### config.mk
export PLATFORM = sky130hd
export DESIGN_NAME = bht_train_ctrl_flat
export DESIGN_NICKNAME = d
export VERILOG_FILES = /design/src/rtl/bht_pkg.sv /design/src/rtl/bht_train_ctrl_if.sv /design/src/rtl/bht_train_ctrl_fifo.sv /design/src/rtl/bht_train_ctrl.sv /design/src/flat_wrapper.sv
export SDC_FILE = /design/constraint.sdc
export NUM_CORES = 1
export LEC_CHECK = 0
export BUFFER_PORTS_ARGS = -buffer_cell sky130_fd_sc_hd__buf_2
export CAP_MARGIN = 20
export CELL_PAD_IN_SITES_DETAIL_PLACEMENT = 0
export CELL_PAD_IN_SITES_GLOBAL_PLACEMENT = 1
export CORE_MARGIN = 2
export CORE_UTILIZATION = 47
export CTS_CLUSTER_DIAMETER = 80
export CTS_CLUSTER_SIZE = 25
export DETAILED_ROUTE_END_ITERATION = 8
export PLACE_DENSITY_LB_ADDON = 0.08
export SLEW_MARGIN = 20
export SYNTH_ARGS = -nofsm -noshare
export SYNTH_HDL_FRONTEND = slang
export SYNTH_SLANG_ARGS = --single-unit
### constraint.sdc
create_clock -name clk_i -period 21.9 [get_ports clk_i]
set_input_delay 1.095 -clock clk_i [delete_from_list [all_inputs] [get_ports clk_i]]
set_output_delay 1.095 -clock clk_i [all_outputs]
set_load 0.02 [all_outputs]
### src/rtl/bht_pkg.sv
// Shared types and constants for the perceptron BHT training sequencer.
package bht_pkg;

  localparam int unsigned GHR_LENGTH      = 10;
  localparam int unsigned NR_ENTRIES      = 1024;
  localparam int unsigned WEIGHT_BITS     = 8;
  localparam int unsigned INSTR_PER_FETCH = 2;
  localparam int unsigned VLEN            = 64;

  localparam int unsigned IDX_W      = $clog2(NR_ENTRIES);
  localparam int unsigned ROW_W      = $clog2(INSTR_PER_FETCH);
  localparam int unsigned ROW_DATA_W = (GHR_LENGTH + 1) * WEIGHT_BITS;
  localparam int unsigned SUM_W      = WEIGHT_BITS + $clog2(GHR_LENGTH + 1) + 1;

  typedef logic signed [WEIGHT_BITS-1:0] weight_t;

  typedef struct packed {
    weight_t [GHR_LENGTH-1:0] w;
    weight_t                  bias;
  } perceptron_t;

  typedef struct packed {
    logic            valid;
    logic [VLEN-1:0] pc;
    logic            taken;
    logic            mispredict;
  } bht_update_t;

  typedef struct packed {
    logic [IDX_W-1:0]      index;
    logic [ROW_W-1:0]      row;
    logic                  taken;
    logic                  mispredict;
    logic [GHR_LENGTH-1:0] ghr;
  } bht_train_entry_t;

  typedef enum logic [1:0] {CLEAR, IDLE, CALC} train_state_e;

  function automatic weight_t sat_step(weight_t w, logic up, int threshold);
    weight_t res;
    if (up) begin
      res = (int'(w) >= threshold) ? weight_t'(threshold) : weight_t'(w + weight_t'(1));
    end else begin
      res = (int'(w) <= -threshold) ? weight_t'(-threshold) : weight_t'(w - weight_t'(1));
    end
    return res;
  endfunction

endpackage

### src/rtl/bht_train_ctrl_if.sv
// Single-ported perceptron table access bus; the sequencer is master.
interface bht_train_ctrl_if;
  import bht_pkg::*;

  logic                  req;
  logic                  we;
  logic [IDX_W-1:0]      addr;
  logic [ROW_W-1:0]      row;
  logic [ROW_DATA_W-1:0] wdata;
  logic [ROW_DATA_W-1:0] rdata;

  modport master (output req, we, addr, row, wdata, input rdata);
  modport slave  (input req, we, addr, row, wdata, output rdata);
endinterface

### src/rtl/bht_train_ctrl_fifo.sv
// Non-fall-through FIFO; a push on a full FIFO is accepted when a pop frees a slot.
module bht_train_ctrl_fifo #(
  parameter int unsigned DEPTH = 4,
  parameter type dtype_t = logic
) (
  input  logic   clk_i,
  input  logic   rst_ni,
  input  logic   flush_i,
  input  logic   push_i,
  input  logic   pop_i,
  input  dtype_t data_i,
  output dtype_t data_o,
  output logic   full_o,
  output logic   empty_o
);
  localparam int unsigned PTR_W = (DEPTH > 1) ? $clog2(DEPTH) : 1;

  logic [PTR_W:0] r_wptr, r_rptr;
  dtype_t         r_mem [DEPTH];
  logic           w_pop_ok, w_push_ok;

  assign empty_o   = (r_wptr == r_rptr);
  assign full_o    = (r_wptr == {~r_rptr[PTR_W], r_rptr[PTR_W-1:0]});
  assign w_pop_ok  = pop_i && !empty_o;
  assign w_push_ok = push_i && (!full_o || w_pop_ok);
  assign data_o    = r_mem[r_rptr[PTR_W-1:0]];

  always_ff @(posedge clk_i or negedge rst_ni) begin
    if (!rst_ni) begin
      r_wptr <= '0;
      r_rptr <= '0;
    end else if (flush_i) begin
      r_wptr <= '0;
      r_rptr <= '0;
    end else begin
      if (w_push_ok) r_wptr <= r_wptr + (PTR_W + 1)'(1);
      if (w_pop_ok)  r_rptr <= r_rptr + (PTR_W + 1)'(1);
    end
  end

  always_ff @(posedge clk_i) begin
    if (w_push_ok && !flush_i) r_mem[r_wptr[PTR_W-1:0]] <= data_i;
  end

endmodule

### src/rtl/bht_train_ctrl.sv
// Perceptron BHT training sequencer: buffers resolved branches, keeps committed history,
// serialises read/compute/write-back on the table and sweeps it to zero after reset/flush.
module bht_train_ctrl
  import bht_pkg::*;
#(
  parameter int unsigned THRESHOLD       = 30,
  parameter int unsigned TRAIN_THRESHOLD = 30,
  parameter int unsigned FIFO_DEPTH      = 4
) (
  input  logic                  clk_i,
  input  logic                  rst_ni,
  input  logic                  flush_i,
  input  logic                  debug_mode_i,
  input  bht_update_t           bht_update_i,
  output logic [GHR_LENGTH-1:0] ghr_comm_o,
  output logic                  restore_spec_o,
  output logic                  busy_o,
  bht_train_ctrl_if.master      tbl,
  output logic [15:0]           drop_cnt_o
);
  localparam int unsigned PTR_W = IDX_W + ROW_W;
  localparam logic [PTR_W-1:0] PTR_LAST = '1;

  train_state_e          r_state, w_state_d;
  logic [PTR_W-1:0]      r_clr_ptr, w_clr_ptr_d;
  bht_train_entry_t      r_entry, w_head, w_push_entry;
  logic [GHR_LENGTH-1:0] r_ghr;
  logic                  r_restore;
  logic [15:0]           r_drop;
  logic                  w_upd, w_pop, w_full, w_empty, w_train;
  perceptron_t           w_row, w_new;
  logic signed [SUM_W-1:0] w_sum;
  logic [SUM_W-1:0]      w_abs;
  logic                  w_unused_pc;

  assign w_unused_pc = ^{bht_update_i.pc[VLEN-1:IDX_W+2], bht_update_i.pc[0]};

  assign w_upd = bht_update_i.valid && !debug_mode_i && !flush_i;

  always_comb begin
    w_push_entry.index      = bht_update_i.pc[IDX_W+1:2];
    w_push_entry.row        = bht_update_i.pc[ROW_W:1];
    w_push_entry.taken      = bht_update_i.taken;
    w_push_entry.mispredict = bht_update_i.mispredict;
    w_push_entry.ghr        = r_ghr;
  end

  bht_train_ctrl_fifo #(
    .DEPTH   (FIFO_DEPTH),
    .dtype_t (bht_train_entry_t)
  ) u_fifo (
    .clk_i   (clk_i),
    .rst_ni  (rst_ni),
    .flush_i (flush_i),
    .push_i  (w_upd),
    .pop_i   (w_pop),
    .data_i  (w_push_entry),
    .data_o  (w_head),
    .full_o  (w_full),
    .empty_o (w_empty)
  );

  // Dot product of the read row with the +/-1 history snapshot, and the trained row.
  always_comb begin
    w_row = perceptron_t'(tbl.rdata);
    w_new = w_row;
    w_sum = SUM_W'($signed(w_row.bias));
    for (int j = 0; j < GHR_LENGTH; j++) begin
      if (r_entry.ghr[j]) w_sum = w_sum + SUM_W'($signed(w_row.w[j]));
      else                w_sum = w_sum - SUM_W'($signed(w_row.w[j]));
      w_new.w[j] = sat_step(w_row.w[j], r_entry.ghr[j] == r_entry.taken, int'(THRESHOLD));
    end
    w_new.bias = sat_step(w_row.bias, r_entry.taken, int'(THRESHOLD));
    w_abs      = w_sum[SUM_W-1] ? SUM_W'(-w_sum) : SUM_W'(w_sum);
    w_train    = (w_abs < SUM_W'(TRAIN_THRESHOLD)) || r_entry.mispredict;
  end

  always_comb begin
    w_state_d   = r_state;
    w_clr_ptr_d = r_clr_ptr;
    w_pop       = 1'b0;
    tbl.req     = 1'b0;
    tbl.we      = 1'b0;
    tbl.addr    = '0;
    tbl.row     = '0;
    tbl.wdata   = '0;
    unique case (r_state)
      CLEAR: begin
        tbl.req               = 1'b1;
        tbl.we                = 1'b1;
        {tbl.addr, tbl.row}   = r_clr_ptr;
        w_clr_ptr_d           = r_clr_ptr + PTR_W'(1);
        if (r_clr_ptr == PTR_LAST) w_state_d = IDLE;
      end
      IDLE: begin
        if (!w_empty) begin
          w_pop     = 1'b1;
          tbl.req   = 1'b1;
          tbl.addr  = w_head.index;
          tbl.row   = w_head.row;
          w_state_d = CALC;
        end
      end
      CALC: begin
        if (w_train) begin
          tbl.req   = 1'b1;
          tbl.we    = 1'b1;
          tbl.addr  = r_entry.index;
          tbl.row   = r_entry.row;
          tbl.wdata = w_new;
        end
        w_state_d = IDLE;
      end
      default: w_state_d = CLEAR;
    endcase
    if (flush_i) begin
      w_pop       = 1'b0;
      tbl.req     = 1'b0;
      tbl.we      = 1'b0;
      w_state_d   = CLEAR;
      w_clr_ptr_d = '0;
    end
  end

  always_ff @(posedge clk_i or negedge rst_ni) begin
    if (!rst_ni) begin
      r_state   <= CLEAR;
      r_clr_ptr <= '0;
      r_entry   <= '0;
      r_ghr     <= '0;
      r_restore <= 1'b0;
      r_drop    <= '0;
    end else begin
      r_state   <= w_state_d;
      r_clr_ptr <= w_clr_ptr_d;
      if (w_pop) r_entry <= w_head;
      if (flush_i)    r_ghr <= '0;
      else if (w_upd) r_ghr <= {r_ghr[GHR_LENGTH-2:0], bht_update_i.taken};
      r_restore <= flush_i || debug_mode_i || (w_upd && bht_update_i.mispredict);
      // The history still shifts for a dropped update; only the table training is lost.
      if (w_upd && w_full && !w_pop && (r_drop != 16'hFFFF)) r_drop <= r_drop + 16'd1;
    end
  end

  assign ghr_comm_o     = r_ghr;
  assign restore_spec_o = r_restore;
  assign busy_o         = (r_state == CLEAR);
  assign drop_cnt_o     = r_drop;

endmodule

### src/flat_wrapper.sv
// flat-port wrapper written by rule: the top's interface ports become plain ports
module bht_train_ctrl_flat import bht_pkg::*;
#(
  parameter int unsigned THRESHOLD       = 30,
  parameter int unsigned TRAIN_THRESHOLD = 30,
  parameter int unsigned FIFO_DEPTH      = 4
)
  (clk_i, rst_ni, flush_i, debug_mode_i, bht_update_i, ghr_comm_o, restore_spec_o, busy_o, drop_cnt_o, tbl_req, tbl_we, tbl_addr, tbl_row, tbl_wdata, tbl_rdata);
  bht_train_ctrl_if tbl_i ();
  input  logic clk_i;
  input  logic rst_ni;
  input  logic flush_i;
  input  logic debug_mode_i;
  input  bht_update_t bht_update_i;
  output logic [GHR_LENGTH-1:0] ghr_comm_o;
  output logic restore_spec_o;
  output logic busy_o;
  output logic [15:0] drop_cnt_o;
  output wire logic [$bits(tbl_i.req)-1:0] tbl_req;
  output wire logic [$bits(tbl_i.we)-1:0] tbl_we;
  output wire logic [$bits(tbl_i.addr)-1:0] tbl_addr;
  output wire logic [$bits(tbl_i.row)-1:0] tbl_row;
  output wire logic [$bits(tbl_i.wdata)-1:0] tbl_wdata;
  input wire logic [$bits(tbl_i.rdata)-1:0] tbl_rdata;
  assign tbl_req = tbl_i.req;
  assign tbl_we = tbl_i.we;
  assign tbl_addr = tbl_i.addr;
  assign tbl_row = tbl_i.row;
  assign tbl_wdata = tbl_i.wdata;
  assign tbl_i.rdata = tbl_rdata;
  bht_train_ctrl #(.THRESHOLD(THRESHOLD), .TRAIN_THRESHOLD(TRAIN_THRESHOLD), .FIFO_DEPTH(FIFO_DEPTH)) u_core (.clk_i(clk_i), .rst_ni(rst_ni), .flush_i(flush_i), .debug_mode_i(debug_mode_i), .bht_update_i(bht_update_i), .ghr_comm_o(ghr_comm_o), .restore_spec_o(restore_spec_o), .busy_o(busy_o), .tbl(tbl_i), .drop_cnt_o(drop_cnt_o));
endmodule
==> results.yml, run 1 <==
worst_setup_path:
  worstPathMaxFanout: 59
  slowest_delay_ns: 0.57
  cp.required_ns: 20.81
  critPathArrivalTime_ns: 12.66
  reg2reg_slack_ns: 19.05
  endpoint_kind: "primary output"
  critPathLaunchType: "primary input"
  worst_path_max_delay_cell: "buf_4"
  cpMostUsedCell: "ha_1"
  worst-setup-path-type: "in -> out"
cts:
  cts.sinks: 161
  postCtsHoldBufs: 0
  htreeDepth: 4
  cts_tree: "built"
  clkTransAtPathRegs_ns: 0.07
  cts-root-buf: "clkbuf_16"
  post-cts-setup-buffer-count: 0
  clock_tree.buffer_depth: 2
  post_cts_resized: 0
  clock_latency_ns: 0.42
  cts_buffers: 17
place:
  io_buffers: 234
  place_congestion: 0.854
  dpl.hpwl_um: 34100
  pre_cts_ws_ns: 8.12
synthesis:
  avgSynthCellArea_um2: 8.28
  synthDistinctLibCells: 74
  synth_edf_count: 92
  synth_area_um2: 17400
  ys_async_sr_fraction_pct: 42.9
  yosysSeqAreaShare_pct: 25.9
  synthFlopType: "edfxtp_1"
  synthesis.nets: 2422
  synthCells: 2096
  yosysWarningCount: 0
  ys_seq_elements: 161
global_routing:
  grt_max_degree: 70
  antenna_found_initial: 0
  gr-usage-all-layers_pct: 22.7
  overflow: 0
  first_global_vias: 14700
  grt_pass1_wl_um: 73100
drt:
  post_drt_wl_per_cell_um: 16.3
  firstDrtPassIters: 5
  routed_wl_um: 44200
  drtIter0Drc: 790
  drc: 0
  num_vias: 15600
  vias_per_cell: 5.75
  drt.antenna.violating_nets: 0
sta:
  tightest_slew_ns: 0.979
  skew_ns: 0.0157
  finalSetupViolCount: 0
  min_period_ns: 13.76
  hold_violations: 0
  report.final.slew_viol_count: 0
  rsz0062_at_grt: "no"
  maxSlewHeadroom_pct: 34.3
  fmax_mhz: 72.7
  setup_ws_ns: 8.14
  setup_tns_ns: 0
  period_share_pct: 62.8
finish:
  drive_above_1_share_pct: 16.3
  syn2layout_area_growth_pct: 11.0
  final_nets: 2565
  diodes: 0
die:
  rows: 70
  core_area_um2: 36500
  ios: 288
  design.die.area_um2: 38500
  die_y_um: 196
  fp.dieW_um: 196
  initial_utilization_pct: 47.5
outcome:
  outcome: "completed"
min_path:
  min_path_type: "reg -> reg"
run:
  drv_cap: 0
[final timing paths]
path,startpoint,to,cells past startpoint
min in group asynchronous,rst_ni,u_core.r_entry[17],1
max,tbl_rdata[8],tbl_addr[0],49
max in group asynchronous,rst_ni,u_core.r_entry[11],1
max reg2reg,u_core.r_state[1],u_core.drop_cnt_o[13],9
min,u_core.drop_cnt_o[9],u_core.drop_cnt_o[9],1
min reg2reg,u_core.drop_cnt_o[9],u_core.drop_cnt_o[9],1
[synth_stat cells (26+ instances only)]
library cell  instances  area share, %
a211oi_1             31            1.3
a21o_1               42            1.8
a21oi_1             213            6.1
a31oi_1              29            1.0
clkbuf_1             97            2.1
dfrtp_1              69            9.9
edfxtp_1             92             16
ha_1                157             11
inv_1                89            1.9
mux2_2               38            2.5
nand2_1             162            3.5
nand2b_1             26           0.94
nand3_1              53            1.5
nor2_1              228            4.9
nor3_1               93            2.7
o21ai_0             102            2.9
o22ai_1              29            1.0
xnor2_1             117            5.9
xor2_1               98            4.9
[metrics by stage]
stage          instances  hold WS (ns)  utilization, %  instance area [um2]
4_1_cts             2720         0.497            52.7                19300
3_5_place_dp        2688         0.482            51.3                18700
6_report            2720         0.492            52.8                19300
5_1_grt             2720         0.519            52.8                19300
3_3_place_gp        2688         0.475            51.3                18700
2_1_floorplan       2096         0.501               -                17400
[layout by cell type (no fill, tap or decap), types with 92 or more instances in the layout]
master	instances
buf_2	233
nor2_1	226
a21oi_1	213
nand2_1	162
ha_1	157
xnor2_1	116
o21ai_0	102
xor2_1	98
nor3_1	92
edfxtp_1	92
[cells by family after synthesis]
group	Yosys count	share of synthesized area, %
buffers and inverters	211	4.74
adders and majority gates	167	12.5
AOI/OAI and AO/OA	583	21.3
muxes	65	5.71
and+or+nand+nor	689	18.4
xor gates and xnor gates	220	11.5
DFF	161	25.9
[routing by layer]
layer  vias up  part of all wire, %  global-route usage [%]
li1       7898                    -                       -
met1      7403                   48                    31.7
met2       318                   47                    38.6
met3        18                  3.8                    2.51
met4         0                 0.68                    3.59
met5         -                    0                       0
[state kept, by name (all words and copies together) (netlist names)]
signal,flops
u_core.r_entry,23
u_core.ghr_comm_o,10
u_core.r_clr_ptr,11
u_core.restore_spec_o,1
u_core.drop_cnt_o,16
u_core.u_fifo.r_wptr,3
u_core.u_fifo.r_rptr,3
u_core.r_state,2
u_core.u_fifo.r_mem,92
[worst max-delay path: cells and delay by family]
family	cells	cell delay, ns
adder cells (fa/ha/maj)	11	3.59
AO/OA/AOI/OAI	16	3.10
XOR/XNOR	10	2.35
buffers and inverters	7	1.27
AND/OR/NAND/NOR	3	0.71
multiplexers	2	0.54
[area by class of cell]
type | instances | area, um2
multi-input combinational | 1724 | 12100
clock inverter | 13 | 101
fill | 3489 | 17300
timing repair buffer | 246 | 1260
tap | 468 | 586
clock buffer | 19 | 433
inverter | 89 | 334
sequential | 161 | 4490
Power of run 1 is left out: the tool's default activity adds up to more than one toggle a clock period on the data nets, which glitch-free logic cannot reach.
==> run 2, diff against run 1 <==
CORE_UTILIZATION = 44   (was 47)
clock period = 14.34 ns   (was 21.9 ns; I/O delays follow)
==> run 2 against run 1 <==
Routed wire length increased by 3.2%. Non-clock buffer count increased by 1. Critical path depth increased by 2. Cell count increased by 1.9%. Global-route usage decreased by 0.95 points. Clock-buffer cell count unchanged. Hold slack got worse by 0.059 ns. Register-to-register slack got worse by 7.5 ns. Highest routed layer is now met5. Die area increased by 6.7%. Core utilization decreased by 2.8 points. Sequential share of layout area decreased by 0.15 points. Critical path type unchanged. Flip-flop and latch count unchanged.
==> results.yml, run 2 (same netlist as run 1, synthesis figures left out) <==
worst_setup_path:
  worst_path_max_delay_cell: "o21ai_4"
  crit_buf_inv: 7
  reg2reg_depth: 8
  worstPathMaxFanout: 40
  critPathLaunchType: "primary input"
  cp.required_ns: 13.62
  critPathArrivalTime_ns: 12.41
  crit_cells: 51
  endpoint_kind: "primary output"
  slowest_delay_ns: 0.61
  cpMostUsedCell: "ha_1"
  cp_top_family: "adder cells"
  worst-setup-path-type: "in -> out"
sta:
  min_period_ns: 13.13
  period_share_pct: 91.5
  hold_violations: 0
  setup_tns_ns: 0
  finalSetupViolCount: 0
  fmax_mhz: 76.2
  rsz0062_at_grt: "no"
  tightest_slew_ns: 1.04
  setup_ws_ns: 1.21
  skew_ns: 0.00830
  report.final.slew_viol_count: 0
  maxSlewHeadroom_pct: 30.0
drt:
  vias_per_cell: 5.65
  drc: 0
  routed_wl_um: 45700
  post_drt_wl_per_cell_um: 16.5
  drtIter0Drc: 818
  drt.antenna.violating_nets: 0
  firstDrtPassIters: 5
  num_vias: 15700
cts:
  postCtsHoldBufs: 0
  clock_latency_ns: 0.42
  post_cts_resized: 0
  clock_tree.buffer_depth: 2
  cts_tree: "built"
  htreeDepth: 4
  post-cts-setup-buffer-count: 0
  cts.sinks: 161
  cts_buffers: 17
  cts-root-buf: "clkbuf_16"
  clkTransAtPathRegs_ns: 0.06
global_routing:
  grt_pass1_wl_um: 74500
  first_global_vias: 14900
  overflow: 0
  antenna_found_initial: 1
  grt_max_degree: 70
  gr-usage-all-layers_pct: 21.8
run:
  drv_cap: 0
place:
  io_buffers: 234
  place_congestion: 0.847
  pre_cts_ws_ns: 1.19
  dpl.hpwl_um: 35100
finish:
  drive_above_1_share_pct: 16.2
  diodes: 0
  layout_common_cells: "buf_2 (233), nor2_1 (227), a21oi_1 (213)"
  final_nets: 2566
  final_common_cell: "buf_2"
  largest_reg_flops: 92
  syn2layout_area_growth_pct: 11.8
die:
  fp.dieW_um: 203
  ios: 288
  die_y_um: 203
  initial_utilization_pct: 44.7
  rows: 72
  design.die.area_um2: 41000
  core_area_um2: 38800
min_path:
  min_path_type: "in -> async"
outcome:
  outcome: "completed"
-- run 2: routing by layer --
layer	vias to the layer above	GRT usage (%)	wire, um
li1	7911	-	-
met1	7408	29.8	21800
met2	294	37.0	21600
met3	36	3.07	1790
met4	2	3.78	429
met5	-	0	7
-- run 2: path summary, 6_finish.rpt --
check                      slack (ns)                 endpoint            startpoint
max                              1.21            tbl_wdata[86]          tbl_rdata[8]
min                              0.43       u_core.r_entry[17]                rst_ni
max reg2reg                     11.57  u_core.u_fifo.r_wptr[2]     u_core.r_state[1]
min reg2reg                      0.49     u_core.drop_cnt_o[9]  u_core.drop_cnt_o[9]
max in group asynchronous       13.24       u_core.r_entry[11]                rst_ni
min in group clk_i               0.49     u_core.drop_cnt_o[9]  u_core.drop_cnt_o[9]
-- run 2: cell type report --
cell class | count | area [um2]
Sequential cell | 161 | 4490
Timing Repair Buffer | 247 | 1300
Tap cell | 518 | 648
Inverter | 89 | 334
Fill cell | 3806 | 19400
Multi-Input combinational cell | 1724 | 12100
Clock buffer | 19 | 433
Clock inverter | 13 | 138
-- run 2: stage by stage --
stage	cells	util (%)	hold slack, ns	cell area (um2)
after floorplan	2096	-	0.421	17400
after global placement	2738	48.4	0.475	18800
final	2771	50.0	0.432	19400
after detailed placement	2739	48.5	0.476	18800
after CTS	2771	49.9	0.480	19400
after global routing	2771	50.0	0.497	19400
Power of run 2 is left out for the same reason.
==> run 3, diff against run 2 <==
CORE_MARGIN = not set   (was 2)
==> run 3 against run 2 <==
Flip-flop and latch count stayed put. Clock-buffer cell count unchanged. Sequential share of layout area about the same. Via count up 0.21%. Die area decreased by 2.0%. Setup slack better by 0.15 ns. Global-route usage rose by 0.55 points. Critical endpoint is now tbl_addr[0]. Largest cell class unchanged. Highest routed layer unchanged.
==> results.yml, run 3 (same netlist as run 1, synthesis figures left out) <==
sta:
  tightest_slew_ns: 1.04
  report.final.slew_viol_count: 0
  skew_ns: 0.0108
  rsz0062_at_grt: "no"
  finalSetupViolCount: 0
  hold_violations: 0
  min_period_ns: 12.98
  fmax_mhz: 77.1
  period_share_pct: 90.5
  fin_hold_ws_ns: 0.424
  maxSlewHeadroom_pct: 29.1
  setup_tns_ns: 0
place:
  io_buffers: 234
  dpl.hpwl_um: 34700
  place_congestion: 0.881
  placed_cells: 2739
die:
  die_y_um: 201
  initial_utilization_pct: 44.8
  design.die.area_um2: 40200
  fp.dieW_um: 201
  rows: 72
  core_area_um2: 38700
  ios: 288
finish:
  stdcell_count: 2771
  drive_above_1_share_pct: 16.4
  syn2layout_area_growth_pct: 11.6
  layout_common_cells: "buf_2 (233), nor2_1 (227), a21oi_1 (213)"
  largest_reg_flops: 92
  final_common_cell: "buf_2"
  final_nets: 2566
  diodes: 0
  fillers: 3905
global_routing:
  gr-usage-all-layers_pct: 22.3
  first_global_vias: 14900
  grt_max_degree: 70
  grtUsageMet1_pct: 31.1
  grt_pass1_wl_um: 75100
  overflow: 0
  grt.busiest_layer: "met2"
  globalRouteMet3Util_pct: 2.91
  use_met2_pct: 37.5
  antenna_found_initial: 2
cts:
  cts_buffers: 17
  cts_tree: "built"
  postCtsHoldBufs: 0
  cts.sinks: 161
  post-cts-setup-buffer-count: 0
  cts-root-buf: "clkbuf_16"
  clock_tree.buffer_depth: 2
  clock_latency_ns: 0.43
  htreeDepth: 4
  clkTransAtPathRegs_ns: 0.06
  post_cts_resized: 0
worst_setup_path:
  critPathLaunchType: "primary input"
  slowest_delay_ns: 0.55
  endpoint_kind: "primary output"
  critPathArrivalTime_ns: 12.26
  worstPathMaxFanout: 57
  cp_top_family: "adder cells"
  cp.required_ns: 13.62
  crit_buf_inv: 7
  worst_path_max_delay_cell: "buf_4"
  cpMostUsedCell: "ha_1"
  reg2reg_slack_ns: 11.46
  worst-setup-path-type: "in -> out"
drt:
  drtIter0Drc: 859
  drt.antenna.violating_nets: 0
  drc: 0
  routed_wl_um: 45400
  vias_per_cell: 5.66
  post_drt_wl_per_cell_um: 16.4
  firstDrtPassIters: 5
  num_vias: 15700
outcome:
  outcome: "completed"
min_path:
  min_path_type: "in -> async"
run:
  drv_cap: 0
## run 3: cell types whose count changed in the layout (fill, tap and decap cells not counted), moves of 2 or more
| cell | before | now |
|---|---|---|
| clkbuf_8 | 0 | 2 |
| clkinvlp_4 | 1 | 3 |
| buf_12 | 2 | 0 |
| clkinv_4 | 4 | 2 |
| buf_4 | 11 | 14 |
| clkbuf_1 | 2 | 0 |
| clkinv_2 | 2 | 4 |
## run 3: final timing paths
check,cells past startpoint,end,startpoint
max in group asynchronous,1,u_core.r_entry[11],rst_ni
max,49,tbl_addr[0],tbl_rdata[8]
min,1,u_core.r_entry[20],rst_ni
min in group clk_i,1,u_core.drop_cnt_o[5],u_core.drop_cnt_o[5]
max reg2reg,9,u_core.drop_cnt_o[13],u_core.r_state[1]
min reg2reg,1,u_core.drop_cnt_o[5],u_core.drop_cnt_o[5]
## run 3: through the flow
stage	utilization (%)	area [um2]	setup slack, ns
floorplan	-	17400	2.68
global route	50.0	19400	0.486
global placement	48.5	18800	1.35
detailed placement	48.5	18800	1.28
CTS	50.0	19400	1.23
finish	50.0	19400	1.36
## run 3: layer usage
| metal | up-vias | share of wire (%) |
|---|---|---|
| li1 | 7895 | - |
| met1 | 7431 | 48 |
| met2 | 322 | 47 |
| met3 | 32 | 4.2 |
| met4 | 4 | 0.76 |
| met5 | - | 0.051 |
## run 3: area by class of cell
cell class | count | area, um2 | area share (%)
inverters | 89 | 334 | 1.72
clock inverters | 13 | 111 | 0.575
multi-input cells | 1724 | 12100 | 62.3
repair buffers | 247 | 1270 | 6.56
well taps | 518 | 648 | 3.35
clock buffers | 19 | 453 | 2.34
flip-flops and latches | 161 | 4490 | 23.2
## run 3: worst register-to-register path, stage by stage (launching register included)
cell      delay, ns
dfrtp_1        0.44
nand2b_1       0.21
o21ai_0        0.10
nor2_1         0.22
nor4b_1        0.79
and3_1         0.31
and2_1         0.20
and3_1         0.24
nand3_1        0.11
xnor2_1        0.14
Power of run 3 is left out for the same reason.
